==> config.mk <==
export PLATFORM = sky130hd
export DESIGN_NAME = memory_axil_master
export DESIGN_NICKNAME = d
export VERILOG_FILES = /design/src/rtl/memory_axil_master.sv
export SDC_FILE = /design/constraint.sdc
export NUM_CORES = 1
export LEC_CHECK = 0
export ABC_AREA = 1
export ABC_CLOCK_PERIOD_IN_PS = 1900
export CAP_MARGIN = 0
export CORE_ASPECT_RATIO = 2
export CORE_MARGIN = 4
export CORE_UTILIZATION = 35
export CTS_CLUSTER_SIZE = 16
export DETAILED_ROUTE_END_ITERATION = 7
export HOLD_SLACK_MARGIN = 0.12
export PLACE_DENSITY = 0.69
export SYNTH_ARGS = -nofsm -noshare
export SYNTH_HDL_FRONTEND = slang
export SYNTH_SLANG_ARGS = --single-unit
==> constraint.sdc <==
create_clock -name i_Clock -period 1.9 [get_ports i_Clock]
set_input_delay 0.19 -clock i_Clock [delete_from_list [all_inputs] [get_ports i_Clock]]
set_output_delay 0.19 -clock i_Clock [all_outputs]
set_load 0.01 [all_outputs]
==> src/rtl/memory_axil_master.sv <==
// Load/store front end that turns one request at a time into AXI4-Lite transactions.
// Optional misalignment trap: define MEMORY_AXIL_MISALIGN_TRAP_EN.
module memory_axil_master #(
  parameter  int ADDR_WIDTH   = 16,
  localparam int XLEN         = 32,
  localparam int LS_SEL_WIDTH = 3
) (
  input  logic                    i_Clock,
  input  logic                    i_Reset,
  input  logic [LS_SEL_WIDTH:0]   i_Load_Store_Type,
  input  logic [XLEN-1:0]         i_Addr,
  input  logic [XLEN-1:0]         i_Data,
  output logic [XLEN-1:0]         o_Data,
  output logic                    o_Ready,
  output logic                    o_Data_Valid,
  output logic                    o_Write_Done,
  output logic                    o_Error,
  output logic [ADDR_WIDTH-1:0]   o_axil_araddr,
  output logic                    o_axil_arvalid,
  input  logic                    i_axil_arready,
  input  logic [31:0]             i_axil_rdata,
  input  logic [1:0]              i_axil_rresp,
  input  logic                    i_axil_rvalid,
  output logic                    o_axil_rready,
  output logic [ADDR_WIDTH-1:0]   o_axil_awaddr,
  output logic                    o_axil_awvalid,
  input  logic                    i_axil_awready,
  output logic [31:0]             o_axil_wdata,
  output logic [3:0]              o_axil_wstrb,
  output logic                    o_axil_wvalid,
  input  logic                    i_axil_wready,
  input  logic [1:0]              i_axil_bresp,
  input  logic                    i_axil_bvalid,
  output logic                    o_axil_bready
);

  // memory.vh encodings: bit 3 = store, bit 2 = unsigned load, bits [1:0] = size
  localparam logic [LS_SEL_WIDTH:0] LS_TYPE_LB  = 4'b0000;
  localparam logic [LS_SEL_WIDTH:0] LS_TYPE_LH  = 4'b0001;
  localparam logic [LS_SEL_WIDTH:0] LS_TYPE_LW  = 4'b0010;
  localparam logic [LS_SEL_WIDTH:0] LS_TYPE_LBU = 4'b0100;
  localparam logic [LS_SEL_WIDTH:0] LS_TYPE_LHU = 4'b0101;
  localparam logic [LS_SEL_WIDTH:0] LS_TYPE_SB  = 4'b1000;
  localparam logic [LS_SEL_WIDTH:0] LS_TYPE_SH  = 4'b1001;
  localparam logic [LS_SEL_WIDTH:0] LS_TYPE_SW  = 4'b1010;

  typedef enum logic [2:0] {IDLE, READ_ADDR, READ_DATA, WRITE_REQ, WRITE_RESP, DONE} state_t;

  state_t                state, state_n;
  logic [LS_SEL_WIDTH:0] type_q;
  logic [ADDR_WIDTH-1:0] addr_q;
  logic [XLEN-1:0]       data_q;
  logic                  aw_done, w_done, err_q;
  logic                  is_load, is_store, accept, trap_in, aw_hs, w_hs;
  logic [1:0]            off;
  logic [XLEN-1:0]       shifted, load_ext;
  logic                  unused_addr;

  assign unused_addr = ^(i_Addr >> ADDR_WIDTH);

  assign is_load  = (i_Load_Store_Type == LS_TYPE_LB)  || (i_Load_Store_Type == LS_TYPE_LH) ||
                    (i_Load_Store_Type == LS_TYPE_LW)  || (i_Load_Store_Type == LS_TYPE_LBU) ||
                    (i_Load_Store_Type == LS_TYPE_LHU);
  assign is_store = (i_Load_Store_Type == LS_TYPE_SB)  || (i_Load_Store_Type == LS_TYPE_SH) ||
                    (i_Load_Store_Type == LS_TYPE_SW);
  assign accept   = (state == IDLE) && (is_load || is_store);

`ifdef MEMORY_AXIL_MISALIGN_TRAP_EN
  assign trap_in = ((i_Load_Store_Type[1:0] == 2'b01) && i_Addr[0]) ||
                   ((i_Load_Store_Type[1:0] == 2'b10) && (i_Addr[1:0] != 2'b00));
`else
  assign trap_in = 1'b0;
`endif

  assign aw_hs = o_axil_awvalid && i_axil_awready;
  assign w_hs  = o_axil_wvalid && i_axil_wready;

  always_ff @(posedge i_Clock) begin
    if (i_Reset) state <= IDLE;
    else         state <= state_n;
  end

  always_comb begin
    state_n = state;
    case (state)
      IDLE:       if (accept) state_n = trap_in ? DONE : (is_load ? READ_ADDR : WRITE_REQ);
      READ_ADDR:  if (i_axil_arready) state_n = READ_DATA;
      READ_DATA:  if (i_axil_rvalid) state_n = DONE;
      WRITE_REQ:  if ((aw_done || aw_hs) && (w_done || w_hs)) state_n = WRITE_RESP;
      WRITE_RESP: if (i_axil_bvalid) state_n = DONE;
      DONE:       state_n = IDLE;
      default:    state_n = IDLE;
    endcase
  end

  // Misaligned accesses that reach the bus are forced onto their natural boundary.
  always_comb begin
    off = addr_q[1:0];
    case (type_q[1:0])
      2'b01:   off = {addr_q[1], 1'b0};
      2'b10:   off = 2'b00;
      default: off = addr_q[1:0];
    endcase
  end

  always_comb begin
    shifted  = i_axil_rdata >> {off, 3'b000};
    load_ext = shifted;
    case (type_q[1:0])
      2'b00:   load_ext = {{24{~type_q[2] & shifted[7]}}, shifted[7:0]};
      2'b01:   load_ext = {{16{~type_q[2] & shifted[15]}}, shifted[15:0]};
      default: load_ext = shifted;
    endcase
  end

  always_comb begin
    o_axil_wdata = data_q;
    o_axil_wstrb = 4'b1111;
    case (type_q[1:0])
      2'b00: begin
        o_axil_wdata = {4{data_q[7:0]}};
        o_axil_wstrb = 4'b0001 << off;
      end
      2'b01: begin
        o_axil_wdata = {2{data_q[15:0]}};
        o_axil_wstrb = 4'b0011 << off;
      end
      default: begin
        o_axil_wdata = data_q;
        o_axil_wstrb = 4'b1111;
      end
    endcase
  end

  always_ff @(posedge i_Clock) begin
    if (i_Reset) begin
      type_q  <= '0;
      addr_q  <= '0;
      data_q  <= '0;
      aw_done <= 1'b0;
      w_done  <= 1'b0;
      err_q   <= 1'b0;
      o_Data  <= '0;
    end else begin
      case (state)
        IDLE: if (accept) begin
          type_q  <= i_Load_Store_Type;
          addr_q  <= i_Addr[ADDR_WIDTH-1:0];
          data_q  <= i_Data;
          aw_done <= 1'b0;
          w_done  <= 1'b0;
          err_q   <= trap_in;
          if (trap_in && is_load) o_Data <= '0;
        end
        READ_DATA: if (i_axil_rvalid) begin
          o_Data <= load_ext;
          err_q  <= (i_axil_rresp != 2'b00);
        end
        WRITE_REQ: begin
          if (aw_hs) aw_done <= 1'b1;
          if (w_hs)  w_done  <= 1'b1;
        end
        WRITE_RESP: if (i_axil_bvalid) err_q <= (i_axil_bresp != 2'b00);
        default: ;
      endcase
    end
  end

  assign o_Ready        = (state == IDLE);
  assign o_Data_Valid   = (state == DONE) && !type_q[3];
  assign o_Write_Done   = (state == DONE) && type_q[3];
  assign o_Error        = (state == DONE) && err_q;
  assign o_axil_araddr  = {addr_q[ADDR_WIDTH-1:2], 2'b00};
  assign o_axil_awaddr  = {addr_q[ADDR_WIDTH-1:2], 2'b00};
  assign o_axil_arvalid = (state == READ_ADDR);
  assign o_axil_rready  = (state == READ_DATA);
  assign o_axil_awvalid = (state == WRITE_REQ) && !aw_done;
  assign o_axil_wvalid  = (state == WRITE_REQ) && !w_done;
  assign o_axil_bready  = (state == WRITE_RESP);

endmodule
# Word-level counts from Yosys, hierarchy flattened
# Cells that the tools add are included.
# Widths: inputs -> output; s select.
# totals
input_bits	111
out_inout_bits	109
register_bits	90
# classes
eq_ne	21
mux	19
n_reduce_logical	34
bitwise	3
shift	3
# op_table
operator	count
$pmux 32 s2	2
$shr 32x5->32	1
$mux 3	5
$pmux 3 s5	1
$eq 4x4->1 const B	3
$ne 2x2->1 const B	5
$logic_and 1x1->1	9
$logic_or 1x1->1	9
$eq 4x3->1 const B	2
$pmux 4 s2	1
$eq 3x2->1 const B	2
$eq 3x3->1 const B	2
$reduce_and 3->1	2
$reduce_bool 2->1	3
$mux 1	5
$reduce_and 5->1	1
$eq 4x1->1 const B	1
$eq 4x2->1 const B	1
$logic_not 4->1	1
$ne 2x1->1 const B	2
$pmux 1 s2	2
$pmux 2 s2	1
$reduce_and 2->1	2
$reduce_and 4->1	1
other kinds (13)	16

# Depth between registers and ports, before layout
# Gate-level depths: netlist (run 1).
# logic_depth
ltp_word	9
depth_mapped	13

# Worst setup path after synthesis (run 1)
# OpenSTA, ideal clock, no wires.
# synth_timing
path_kind	reg2reg
from	register type_q[0]
to	register o_Data[21]
path_stages_with_launch	13
t_arrival_ns	1.627
setup_slack_ns	0.164
required_time_ns	1.791
setup_ns	0.109
path_cell_list	dfxtp_1 inv_1 ha_1 inv_2 nand2_2 buf_6 buf_2 o21ai_0 nor2_1 nor2_1 nand3_2 nand2_1 inv_1
# synth_between
elab_chain_len	5
elab_cells_between_ends	8
cone_classes	eq/ne: 2; shift: 1; mux: 2; bitwise: 2; reduce/logical: 1
# synth_lines
item	line_no	rtl
start, declared	50	logic [LS_SEL_WIDTH:0] type_q;
start signal, assigned	147	type_q <= i_Load_Store_Type;
$eq 2x2->1 or $eq 2x1->1 (tied branches)	99, 109	
$pmux 2 s2	99	case (type_q[1:0])
$shr 32x5->32	107	shifted = i_axil_rdata >> {off, 3'b000};
$and 1x1->1 (on tied branches)	111, 110	
$pmux 32 s2 *	109	case (type_q[1:0])
end signal, assigned	156	o_Data <= load_ext;
end, declared	13	output logic [XLEN-1:0] o_Data,
# Every way passes the cells marked *; elsewhere a longest branch is shown, timed or not.
# A chain may end at the register's enable or synchronous reset.

# Worst setup path in the final report (run 1)
# layout_timing
from	register type_q[0]
to	output port o_axil_wdata[29]
# layout_between
elab_chain_len	2
elab_cells_between_ends	3
cone_classes	eq/ne: 1; mux: 1; reduce/logical: 1
# layout_lines
item	line_no	rtl
$eq 2x1->1 or $logic_not 2->1 (tied branches)	119	case (type_q[1:0])
$pmux 32 s2 *	119	
end, declared	28	output logic [31:0] o_axil_wdata,
# Marked as above.

==> impl_metrics.py, run 1 <==
metrics = {
    "run": {
        "drv_cap": 0,
    },
    "cells_and_area": {
        "final_cell_mix": "clkdlybuf4s50_1, nor2_1, o21ai_0, nand2_1, dfxtp_1",
        "stdcell_count": 1110,
        "drive_gt1_share_pct": 18.89,
        "fin_util_pct": 55.53,
        "final_common_cell": "clkdlybuf4s50_1",
        "finalInstanceArea_sq_um": 7714,
        "fin_nets": 1029,
        "nFillCells": 1331,
        "antenna_cells": 0,
        "syn2layout_area_growth_pct": 55.88,
    },
    "floorplanning": {
        "ioPinCount": 220,
        "start_util_pct": 35.62,
        "core_sq_um": 13890,
        "die_w_microns": 92.08,
        "row_count": 61,
        "die_h_microns": 176.2,
        "dieArea_sq_um": 16220,
    },
    "hold_path": {
        "hold_class": "in2reg",
    },
    "route": {
        "drtPass1Iterations": 4,
        "drt_iter0_markers": 160,
        "avgViaCountPerCell": 4.686,
        "wl_per_cell_microns": 15.24,
        "ant_nets": 0,
        "routed_wl_microns": 16920,
        "dr_total_vias": 5201,
        "drcViolationCount": 0,
    },
    "setup_path": {
        "cp.required_ps": 1710,
        "critPathMaxFanout": 4,
        "critPathArrivalTime_ps": 1750,
        "start_kind": "flip-flop",
        "critical_path_class": "reg2out",
        "cp-end-kind": "output pin",
    },
    "logic_synthesis": {
        "synth_edf_count": 0,
        "synth.distinct_cells": 33,
        "synthFlopType": "dfxtp_1",
        "avgSynthCellArea_sq_um": 6.854,
        "synthCells": 722,
        "yosysSeqAreaShare_pct": 36.41,
        "synth_warnings": 0,
        "ys_seq_elements": 90,
        "ys_async_sr_fraction_pct": 0,
        "netlist_area_sq_um": 4948,
    },
    "cts": {
        "clk_latency_ps": 340,
        "cts_hold_buf": 0,
        "root_buffer": "clkbuf_16",
        "cts.sinks": 90,
        "cts.htree.levels": 3,
        "cts_tree": "done",
        "numCtsBuffers": 9,
        "clk_pin_slew_ps": 70,
        "clockBufferDepth": 2,
    },
    "place": {
        "portBuffers": 199,
        "dp_cells": 1070,
        "gp_congestion": 0.9116,
        "hpwl_microns": 12590,
        "placed_cell_area_sq_um": 7002,
    },
    "run_status": {
        "run_status": "finished with violations",
        "violations": "setup timing",
    },
    "grt": {
        "antenna_found_initial": 0,
        "grt_pass1_wl_microns": 25670,
        "grt_usage_pct": 20.24,
        "grt_max_degree": 54,
        "grt-ovfl-total": 0,
        "grt_pass1_vias": 5244,
    },
    "sta": {
        "setup_slack_ps": -42.61,
        "drv_slew": 0,
        "hold_violations": 0,
        "rsz0062_at_grt": "yes",
        "finalSetupViolations": 8,
        "clock_skew_ps": 8.779,
        "max_freq_mhz": 514.8,
        "fin_crit_sh_pct": 102.2,
        "hold_ws_ps": 446.0,
        "final.setup.tns_ps": -151.9,
        "post-route-min-period_ps": 1943,
    },
    "power": {
        "peakVddDrop_v": 0.0007034,
        "powerDensity_nw_per_um2": 1436,
        "p_leak_uw": 0.003355,
    },
}
-- repair_timing --
action | in CTS | in global routing
gates resized for setup | 146 | 54
setup buffers | 12 | 8
endpoints found under the setup margin | 52 | 50
pin swaps | 5 | 13
cloned | 2 | 4
hold endpoints to repair | 0 | 0
-- state kept, by name (all words and copies together) (netlist names) --
register,cells
o_Data,32
w_done,1
type_q,4
addr_q,16
data_q,32
state,3
aw_done,1
err_q,1
-- report_power, final --
group	switching [uW]	internal, uW
combinational	3310	3010
sequential	336	2420
clock	832	1180
total	4480	6600
-- area by class of cell --
type / instances / area, sq um / share of cell area (%)
Clock buffer: 9 / 225.2 / 2.920
Clock inverter: 7 / 105.1 / 1.363
Inverter: 85 / 327.8 / 4.250
Multi-Input combinational cell: 467 / 2455 / 31.82
Sequential cell: 90 / 1809 / 23.46
Tap cell: 189 / 236.5 / 3.066
Timing Repair Buffer: 261 / 2540 / 32.93
Timing Repair inverter: 2 / 15.01 / 0.1946
-- cells in the mapped netlist, types with 2 or more instances --
library cell	n	area, sq um
o21ai_0	101	505.5
nand3_1	12	60.06
dfxtp_1	90	1802
buf_4	44	330.3
ha_1	2	25.02
inv_1	78	292.8
nand3_2	14	140.1
buf_6	3	33.78
nand4_4	2	42.54
nand3b_1	2	15.01
o21ai_1	5	25.02
clkbuf_1	20	75.07
o221ai_1	8	70.07
nand2_1	91	341.6
buf_12	2	40.04
a21oi_1	63	315.3
nand2_2	5	31.28
nor2_1	139	521.8
inv_2	7	26.28
a211oi_1	2	15.01
o211ai_1	8	60.06
buf_2	13	65.06
-- per-stage QoR --
step	setup slack, ps	total power, uW
after floorplan	163.9	6008
after global placement	-197.6	8317
after detailed placement	-199.1	8360
after CTS	-83.17	10700
after global routing	-133.0	11800
final	-42.61	11080
-- worst max-delay path: stages, from the launching register on --
cell and delay [ps]:
dfxtp_2 330, buf_6 110, ha_4 160, nor2_4 120
buf_6 120, clkinvlp_4 130, buf_4 160, o221ai_1 130
buf_2 160
-- path summary, 6_finish.rpt --
kind / from / end / cells after the start / slack, ps
hold / removal: i_Load_Store_Type[3] / type_q[3]$_SDFFE_PP0P_ / 3 / 450
setup reg to reg: type_q[0]$_SDFFE_PP0P_ / o_Data[14]$_SDFFE_PP0P_ / 10 / 0
setup / recovery: type_q[0]$_SDFFE_PP0P_ / o_axil_wdata[29] / 8 / -40
hold reg to reg: data_q[30]$_SDFFE_PP0P_ / data_q[30]$_SDFFE_PP0P_ / 2 / 460
-- cells by family (layout without fill, tap and decap cells) --
kind of cell    Yosys count  after routing  synth area share (%)
compound gates          191            191                 21.26
buf+inv                 168            364                 17.55
fa+ha+maj                 2              2                0.5056
other cells               1              4               0.07578
simple gates            270            270                 24.20
flops                    90             90                 36.41
-- per-layer routing --
layer	GRT usage [%]	share of wire (%)	up-vias
met2	39.53	56	188
met1	19.29	33	2306
met3	3.582	5.6	43
li1	-	-	2664
met5	0	0	-
met4	11.41	5.3	0
(Power assumes the default switching activity.)
==> run 2, diff against run 1 <==
CORE_MARGIN = unset   (was 4)
RECOVER_POWER = 100   (was unset)
==> impl_metrics.py, run 2 (synthesis gave the netlist of run 1 again) <==
metrics = {
    "run_status": {
        "run_status": "finished with violations",
        "violations": "setup timing",
    },
    "grt": {
        "grt_usage_pct": 22.15,
        "grt_pass1_wl_microns": 24780,
        "grt_pass1_vias": 5023,
        "grt_max_degree": 44,
        "antenna_found_initial": 0,
        "grt-ovfl-total": 0,
    },
    "setup_path": {
        "cp-end-kind": "output pin",
        "path_cells": "buf_6 -> ha_4 -> nor2_4 -> buf_6 -> clkinvlp_4 -> buf_4 -> o221ai_2 -> buf_2",
        "critical_path_class": "reg2out",
        "r2r_setup_slack_ps": 30,
        "cpMostUsedCell": "buf_6",
        "critPathArrivalTime_ps": 1800,
        "max_stage_delay_ps": 330,
        "critical_path.top_delay_family": "buffers and inverters",
        "critPathBufInv": 5,
        "start_kind": "flip-flop",
        "critPathMaxFanout": 4,
        "cp.required_ps": 1710,
        "cpMaxStageDelayCell": "dfxtp_2",
    },
    "route": {
        "drcViolationCount": 0,
        "ant_nets": 0,
        "wl_per_cell_microns": 14.61,
        "routed_wl_microns": 16190,
        "drt_iter0_markers": 197,
        "drtPass1Iterations": 5,
        "dr_total_vias": 5232,
        "avgViaCountPerCell": 4.722,
    },
    "cts": {
        "numCtsBuffers": 9,
        "clk_latency_ps": 350,
        "cts.sinks": 90,
        "cts_hold_buf": 0,
        "root_buffer": "clkbuf_16",
        "clockBufferDepth": 2,
        "cts_tree": "done",
        "clk_pin_slew_ps": 70,
        "cts.htree.levels": 3,
    },
    "place": {
        "pre_cts_ws_ps": -172.5,
        "hpwl_microns": 12070,
        "gp_congestion": 0.9031,
        "portBuffers": 199,
    },
    "cells_and_area": {
        "fin_nets": 1027,
        "syn2layout_area_growth_pct": 50.04,
        "final_common_cell": "nor2_1",
        "reg.largest.list": "data_q (32), o_Data (32), addr_q (16)",
        "drive_gt1_share_pct": 16.43,
        "fin_util_pct": 53.75,
        "final_cell_mix": "nor2_1, clkdlybuf4s50_1, o21ai_0, nand2_1, dfxtp_1",
        "antenna_cells": 0,
    },
    "floorplanning": {
        "row_count": 61,
        "die_w_microns": 86.08,
        "start_util_pct": 35.82,
        "core_sq_um": 13810,
        "dieArea_sq_um": 14650,
        "die_h_microns": 170.2,
        "ioPinCount": 220,
    },
    "power": {
        "peakVddDrop_v": 0.0007103,
        "design_power_total_uw": 10160,
        "powerDensity_nw_per_um2": 1369,
        "p_leak_uw": 0.003410,
    },
    "sta": {
        "setup_slack_ps": -85.79,
        "max_freq_mhz": 503.6,
        "hold_ws_ps": 433.7,
        "fin_crit_sh_pct": 104.5,
        "post-route-min-period_ps": 1986,
        "drv_slew": 0,
        "clock_skew_ps": 8.605,
        "finalSetupViolations": 8,
        "hold_violations": 0,
        "rsz0062_at_grt": "yes",
    },
    "run": {
        "drv_cap": 0,
    },
    "hold_path": {
        "hold_class": "in2reg",
    },
}
run 2: where the power goes:
part           internal [uW]  switching (uW)  total (uW)  leakage [uW]
Sequential              2420             312        2730      0.000740
Combinational           2540            3110        5650       0.00253
Clock                    915             866        1780      0.000139
Total                   5870            4290       10200       0.00341
run 2: timing repair:
action	4_1_cts	5_1_grt
pin swaps	2	4
endpoints found under the setup margin	48	47
resized for setup	127	27
buffers inserted	11	2
gates cloned	1	1
run 2: area by class of cell:
cell class / count / area [sq um]
repair buffers: 260 / 2369
inverters: 85 / 322.8
clock inverters: 7 / 58.81
well taps: 189 / 236.5
fillers: 1340 / 6390
repair inverters: 1 / 7.507
flip-flops and latches: 90 / 1809
multi-input cells: 467 / 2396
clock buffers: 9 / 225.2
run 2: final timing paths:
path                     startpoint                      end  cells after the start
max          type_q[0]$_SDFFE_PP0P_         o_axil_wdata[28]                      8
min            i_Load_Store_Type[3]   type_q[3]$_SDFFE_PP0P_                      3
max reg2reg  type_q[1]$_SDFFE_PP0P_  o_Data[21]$_SDFFE_PP0P_                     13
min reg2reg      err_q$_SDFFE_PP0P_       err_q$_SDFFE_PP0P_                      2
run 2: tightest hold or removal path, cell delays in order:
cell and delay, ps:
clkdlybuf4s50_1 410, nand2_1 70, a21oi_1 50
run 2: per-stage QoR:
step | area (sq um) | instances | TNS (ps)
3_5_place_dp | 7042 | 1077 | -1175
5_1_grt | 7425 | 1108 | -2170
2_1_floorplan | 4960 | 725 | 0
6_report | 7425 | 1108 | -448.9
4_1_cts | 7406 | 1105 | -503.4
3_3_place_gp | 7042 | 1077 | -590.3
run 2: routing by layer:
layer | part of all wire, % | global-route usage, %
met2 | 55 | 42.89
met1 | 35 | 21.57
met4 | 4.5 | 12.03
met3 | 4.9 | 3.637
met5 | 0 | 0
